**src/rtl/perf_counter_bank.sv**
```systemverilog
// Performance counter bank: per-channel event counters plus a run-cycle counter,
// gated by a small run/halt/timeout FSM, with a registered one-cycle read port.
//
// state   | meaning
// --------+-----------------------------------------------------------
// IDLE    | waiting for en; nothing counted
// RUN     | counting cycles and events
// HALTED  | halt seen while running; frozen until clr/rst
// TIMEOUT | cycle counter reached CYC_LIMIT; frozen until clr/rst
module perf_counter_bank #(
  parameter int              NUM_EVT   = 8,
  parameter int              CNT_W     = 32,
  parameter int              SAT_MODE  = 0,
  parameter longint unsigned CYC_LIMIT = 100000,
  parameter int              SEL_W     = $clog2(NUM_EVT + 1)
) (
  input  logic               clk,
  input  logic               rst,
  input  logic               en,
  input  logic [NUM_EVT-1:0] evt,
  input  logic               halt,
  input  logic               clr,
  input  logic               rd_req,
  input  logic [SEL_W-1:0]   rd_sel,
  output logic               rd_valid,
  output logic [CNT_W-1:0]   rd_data,
  output logic [NUM_EVT-1:0] ovf,
  output logic               done,
  output logic               timeout
);

  localparam logic [1:0] ST_IDLE    = 2'd0;
  localparam logic [1:0] ST_RUN     = 2'd1;
  localparam logic [1:0] ST_HALTED  = 2'd2;
  localparam logic [1:0] ST_TIMEOUT = 2'd3;

  localparam logic [63:0]      LIMIT      = 64'(CYC_LIMIT);
  // A limit the cycle counter can never hold switches the timeout off entirely.
  localparam bit               TIMEOUT_EN = ((LIMIT >> CNT_W) == 64'd0);
  localparam logic [CNT_W-1:0] LIMIT_W    = LIMIT[CNT_W-1:0];
  localparam bit               SAT        = (SAT_MODE != 0);

  logic [1:0]         state_q, state_d;
  logic [CNT_W-1:0]   cyc_q, cyc_d;
  logic [CNT_W-1:0]   cnt_q [NUM_EVT];
  logic [CNT_W-1:0]   cnt_d [NUM_EVT];
  logic [NUM_EVT-1:0] ovf_q, ovf_d;
  logic               rd_valid_q, rd_valid_d;
  logic [CNT_W-1:0]   rd_data_q, rd_data_d;
  logic [CNT_W-1:0]   sel_val;
  logic               count_en;
  logic               limit_hit;

  // Read mux sees registered values only, so a read never includes its own cycle's increment.
  always_comb begin
    sel_val = '0;
    for (int i = 0; i < NUM_EVT; i++) begin
      if (rd_sel == SEL_W'(i)) sel_val = cnt_q[i];
    end
    if (rd_sel == SEL_W'(NUM_EVT)) sel_val = cyc_q;
  end

  always_comb begin
    count_en = (state_q == ST_RUN);

    cyc_d = cyc_q;
    if (count_en) begin
      if (&cyc_q) cyc_d = SAT ? cyc_q : '0;
      else        cyc_d = cyc_q + CNT_W'(1);
    end

    ovf_d = ovf_q;
    for (int i = 0; i < NUM_EVT; i++) begin
      cnt_d[i] = cnt_q[i];
      if (count_en && evt[i]) begin
        if (&cnt_q[i]) begin
          cnt_d[i] = SAT ? cnt_q[i] : '0;
          ovf_d[i] = 1'b1;
        end else begin
          cnt_d[i] = cnt_q[i] + CNT_W'(1);
        end
      end
    end

    limit_hit = TIMEOUT_EN && count_en && (cyc_d == LIMIT_W);

    state_d = state_q;
    case (state_q)
      ST_IDLE: if (en) state_d = ST_RUN;
      ST_RUN: begin
        // halt outranks the timeout, which outranks falling back to IDLE
        if (halt)           state_d = ST_HALTED;
        else if (limit_hit) state_d = ST_TIMEOUT;
        else if (!en)       state_d = ST_IDLE;
      end
      ST_HALTED:  state_d = ST_HALTED;
      ST_TIMEOUT: state_d = ST_TIMEOUT;
      default:    state_d = ST_IDLE;
    endcase

    rd_valid_d = rd_req;
    rd_data_d  = rd_req ? sel_val : rd_data_q;

    if (clr) begin
      state_d    = ST_IDLE;
      cyc_d      = '0;
      ovf_d      = '0;
      rd_valid_d = 1'b0;
      rd_data_d  = rd_data_q;
      for (int i = 0; i < NUM_EVT; i++) cnt_d[i] = '0;
    end
  end

  always_ff @(posedge clk or posedge rst) begin
    if (rst) begin
      state_q    <= ST_IDLE;
      cyc_q      <= '0;
      ovf_q      <= '0;
      rd_valid_q <= 1'b0;
      rd_data_q  <= '0;
      for (int i = 0; i < NUM_EVT; i++) cnt_q[i] <= '0;
    end else begin
      state_q    <= state_d;
      cyc_q      <= cyc_d;
      ovf_q      <= ovf_d;
      rd_valid_q <= rd_valid_d;
      rd_data_q  <= rd_data_d;
      for (int i = 0; i < NUM_EVT; i++) cnt_q[i] <= cnt_d[i];
    end
  end

  assign rd_valid = rd_valid_q;
  assign rd_data  = rd_data_q;
  assign ovf      = ovf_q;
  assign done     = (state_q == ST_HALTED) || (state_q == ST_TIMEOUT);
  assign timeout  = (state_q == ST_TIMEOUT);

endmodule

```
**config.mk**
```make
export PLATFORM = sky130hd
export DESIGN_NAME = perf_counter_bank
export DESIGN_NICKNAME = d
export VERILOG_FILES = /design/src/rtl/perf_counter_bank.sv
export SDC_FILE = /design/constraint.sdc
export NUM_CORES = 1
export LEC_CHECK = 0
export ABC_CLOCK_PERIOD_IN_PS = 30500
export BUFFER_PORTS_ARGS = -buffer_cell sky130_fd_sc_hd__buf_2
export CORE_UTILIZATION = 43
export CTS_BUF_LIST = sky130_fd_sc_hd__clkbuf_2 sky130_fd_sc_hd__clkbuf_4 sky130_fd_sc_hd__clkbuf_8
export DETAILED_ROUTE_END_ITERATION = 16
export HOLD_SLACK_MARGIN = 0.08
export PLACE_DENSITY_LB_ADDON = 0.12
export SYNTH_ARGS = -nofsm -noshare
export SYNTH_HDL_FRONTEND = slang
export SYNTH_SLANG_ARGS = --single-unit
```
**constraint.sdc**
```tcl
create_clock -name clk -period 30.5 [get_ports clk]
set_input_delay 1.525 -clock clk [delete_from_list [all_inputs] [get_ports clk]]
set_output_delay 1.525 -clock clk [all_outputs]
set_load 0.02 [all_outputs]
```
-- Word level (Yosys, flattened, before mapping)
Cells that the tools add are included.
W data, S select, Z words.
- $lt $le $gt $ge: 0
- shift operators: 0
- add/subtract/negate cells: 9
- bitwise operators: 1
- eq/ne operators: 14
- divide/modulo/power cells: 0
- muxes and demuxes: 53
- reductions and logical operators: 47
- multipliers: 0
- operator list (operator ; number):
    $mux W32 ; 28
    $add A32 B1 Y32 const B ; 9
    $reduce_and A32 Y1 ; 9
    $mux W256 ; 1
    $eq A32 B17 Y1 const B ; 1
    $reduce_bool A2 Y1 ; 16
    $reduce_and A2 Y1 ; 10
    $mux W1 ; 17
    $eq A4 B3 Y1 const B ; 4
    $mux W2 ; 5
    $logic_and A1 B1 Y1 ; 9
    $eq A4 B2 Y1 const B ; 2
    $mux W8 ; 1
    $pmux W2 S4 ; 1
    $ne A5 B4 Y1 const B ; 1
    $eq A2 B2 Y1 const B ; 2
    $eq A4 B1 Y1 const B ; 1
    $eq A4 B4 Y1 const B ; 1
    $logic_not A4 Y1 ; 1
    $ne A3 B3 Y1 const B ; 1
    $eq A2 B1 Y1 const B ; 1
    $logic_not A2 Y1 ; 1
    $logic_or A1 B1 Y1 ; 1
    $not A1 Y1 ; 1
- output and inout bits: 43
- memory bits (writable): 0
- register bits: 331
- memories kept: 0
- logic and storage cells: 144
- memory bits (read-only): 0
- latch bits: 0
- bits of input ports: 18

-- Logic depth before layout (Yosys ltp)
- depth after elaboration: 10
- depth in mapped cells: 9
- depth with buffers taken out: 8

-- Least setup slack after synthesis
OpenSTA, ideal clock, no wires.
- path type: input to register
- from: input port rd_sel[0]
- to: register rd_data_q[26], in the netlist rd_data[26]
- stages: 6
- library setup time: 0.125 ns
- data required time: 30.375 ns
- path buffers: 2
- arrival: 3.170 ns
- slack: 27.205 ns
- cells stage by stage: buf_2 > buf_2 > mux4_2 > a222oi_1 > o21ai_0 > mux2_2
- cells in the longest elaborated chain, start to end: 10
- elaborated cells between the ends (all ways): 18
- those cells by class: 8 x eq/ne; 9 x mux; 1 x reduce/logical
- ends and longest elaborated chain (what ; line ; text):
    start: declaration ; 24 ; input logic [SEL_W-1:0] rd_sel,
    $logic_not A4 Y1 ; 58 ; if (rd_sel == SEL_W'(i)) sel_val = cnt_q[i];
    $mux W32 (8 in a row) ; 58 ;
    $mux W32 * ; 60 ; if (rd_sel == SEL_W'(NUM_EVT)) sel_val = cyc_q;
    end signal: assignment ; 127 ; rd_data_q <= rd_data_d;
    end: declaration ; 49 ; logic [CNT_W-1:0] rd_data_q, rd_data_d;
Mark *: on every way between the ends. The rest lies on a longest branch, timed or not.
A chain may end at the register's enable or synchronous reset.

-- Final worst setup path
- from: input port rd_sel[0]
- to: register rd_data_q[15], in the netlist rd_data[15]
Same word-level chain as after synthesis.

==> reports/metrics.yaml <==
cells_and_area:
  diodes: 0
  nets: 2155
  layout_commonest_cell: "nor2_1"
  final_cell_mix: "363 x nor2_1, 331 x dfrtp_1, 191 x nand2_1"
  drive_above_1_share: 0.118
  area_growth_pct: 11.3
  fin_util: 0.486
placed_design:
  gp_congestion: 0.973
  io_buffers: 60
  dpl.hpwl_mm: 46.5
  pre_cts_ws_ns: 26.21
sta:
  worst_pin_slew_ns: 1.14
  tns_ns: 0
  slew_headroom: 0.237
  rsz0062_at_grt: "false"
  timing.hold.ws_ns: 0.483
  drv_slew: 0
  hold_violations: 0
  finalSetupViolCount: 0
  period_needed_ns: 3.74
  fin_crit_sh: 0.123
  skew_ns: 0.0325
  max_freq_mhz: 267
  setup_ws_ns: 26.76
die:
  floorplan.rows: 76
  pin_count: 61
  core-area_um2: 43100
  die_h_um: 211
  fp.dieW_um: 211
  initial_utilization: 0.437
  dieArea_um2: 44600
clocking:
  cts-resized-gates: 0
  clkSinkCount: 331
  cts_inserted_buffers: 66
  insertion_delay_ns: 0.64
  cts_htree_levels: 3
  cts_setup_buffers: 0
  cts.clk_slew.worst_paths_ns: 0.06
  clockBufferDepth: 3
  root_buffer: "clkbuf_8"
  ctsHoldBuffers: 0
  cts_tree: "yes"
pwr:
  power_frac_comb: 0.058
  leakagePower_nw: 9.16
  power.share.switching: 0.251
  p_switching_uw: 250
  ir_worst_vdd_uv: 26.2
  power_density_nw_per_um2: 47.5
  p_int_uw: 745
  clockPowerShare: 0.490
  seqPwrFrac: 0.452
job:
  max-cap-violations: 0
grt:
  antenna_found_initial: 2
  grt_usage: 0.293
  grt_max_degree: 160
  grt_pass1_vias: 15394
  grt_overflow: 0
  grt_pass1_wl_mm: 97.9
routing:
  drc: 0
  vias: 16477
  drt_iter0_markers: 1879
  routed_wl_mm: 63.8
  drtPass1Iterations: 7
  wl_per_cell_um: 23.1
  ant_nets: 0
  via_per_inst: 5.97
logic_synthesis:
  syn_inst: 2087
  synth-main-ff-cell: "dfrtp_1"
  syn_area_um2: 18800
  yosys_warnings: 0
  synth_cell_types: 85
  async_flop_share: 1.00
  synth_edf_count: 0
  ys_ff_latch: 331
  avgSynthCellArea_um2: 9.02
  synth_nets: 2114
  synth_seq_area_share: 0.440
critical_path:
  required_ns: 30.98
  crit_chain: "buf_2 > buf_4 > nor2b_2 > buf_4 > nand2_1 > o21ai_0 > a222oi_1 > a21oi_1 > nor3_1 > o31ai_1"
  end_kind: "register"
  critPathMaxFanout: 50
  startpoint_type: "input pin"
  cp_common_cell: "buf_4"
  crit_type: "in2reg"
  slowest_stage: "a222oi_1"
  max_stage_delay_ns: 0.62
  arrival_ns: 4.22
  path_delay_family: "compound AO/OA/AOI/OAI gates"
  worst-path-buf-inv: 3
status:
  outcome: "complete, no violations"
hold_path:
  hold_class: "reg2reg"
-- final timing paths --
kind / startpoint / slack [ns] / depth (start not counted) / end
max: rd_sel[0] / 26.76 / 10 / rd_data[15]$_DFFE_PP0P_
min: ovf[1]$_DFFE_PP0P_ / 0.48 / 2 / ovf[1]$_DFFE_PP0P_
max reg2reg: cnt_q[96]$_DFFE_PP0P_ / 27.11 / 8 / cnt_q[126]$_DFFE_PP0P_
min reg2reg: ovf[1]$_DFFE_PP0P_ / 0.48 / 2 / ovf[1]$_DFFE_PP0P_
max in group asynchronous: rst / 28.00 / 3 / cnt_q[61]$_DFFE_PP0P_
min in group asynchronous: rst / 1.05 / 2 / cnt_q[159]$_DFFE_PP0P_
-- metrics by stage --
step / instances / total power, mW / instance area [um^2]
6_report: 2760 / 0.995 / 20900
4_1_cts: 2760 / 1.01 / 20900
3_3_place_gp: 2645 / 0.515 / 19500
2_1_floorplan: 2087 / 0.494 / 18800
5_1_grt: 2760 / 1.03 / 20900
3_5_place_dp: 2645 / 0.516 / 19500
-- registers in the layout (all words and copies together), names as in the netlist --
signal    cells
cnt_q       256
rd_valid      1
cyc_q        32
state_q       2
rd_data      32
ovf           8
-- cells by family after synthesis --
logic type	share of synthesized area
AOI/OAI and AO/OA	0.130
xor gates and xnor gates	0.0982
adders and majority gates	0.00598
buffers and inverters	0.0306
DFF	0.440
muxes	0.0293
and+or+nand+nor	0.266
-- layer usage --
layer / track usage / share of wire / vias to the layer above
li1: - / - / 7545
met1: 0.438 / 0.46 / 8163
met2: 0.423 / 0.43 / 630
met3: 0.0540 / 0.080 / 137
met4: 0.0985 / 0.033 / 2
met5: 0 / 0.00020 / -
-- power by group through the flow --
| stage | clock [mW] | sequential [mW] | combinational (mW) |
|---|---|---|---|
| final | 0.488 | 0.450 | 0.0574 |
| after global routing | 0.517 | 0.450 | 0.0632 |
| after CTS | 0.498 | 0.450 | 0.0580 |
| after detailed placement | 0 | 0.458 | 0.0578 |
| after global placement | 0 | 0.458 | 0.0571 |
| after floorplan | 0 | 0.459 | 0.0352 |
-- cell usage after synthesis (all sizes together), types with 5 or more instances --
master	n	area [um^2]
ha	9	113
nor2	366	1380
a21oi	62	310
or2	12	75.1
nand3b	6	57.6
o21ai	100	500
a31oi	8	50.1
o31ai	20	155
and2	30	188
nand2	192	721
nor4	22	184
nand4	73	484
nor3	45	252
clkbuf	62	236
mux2i	36	360
inv	17	63.8
mux4	5	113
a222oi	25	250
dfrtp	331	8280
a22oi	12	90.1
mux2	7	78.8
nor2b	13	81.3
and4	27	240
a22o	11	96.3
a221oi	20	175
nand2b	12	75.1
buf	46	277
a211oi	20	160
nor3b	6	45.0
and3	49	307
or3	27	169
xnor2	76	666
o2bb2ai	16	140
a21o	22	165
xor2	135	1180
nand3	117	596
-- cell type report --
type / count / area, um^2
clock buffer: 112 / 1370
clock inverter: 3 / 42.5
fill: 4135 / 22100
inverter: 17 / 71.3
multi-input combinational: 1631 / 9980
sequential: 331 / 8280
tap: 585 / 732
timing repair buffer: 81 / 470
-- tightest hold or removal path: cells and delay by family (launching register included) --
kind	cells	cell delay [ns]
flip-flops	1	0.33
AND/OR/NAND/NOR	2	0.11
No activity file was read; power rests on OpenSTA's default activity.
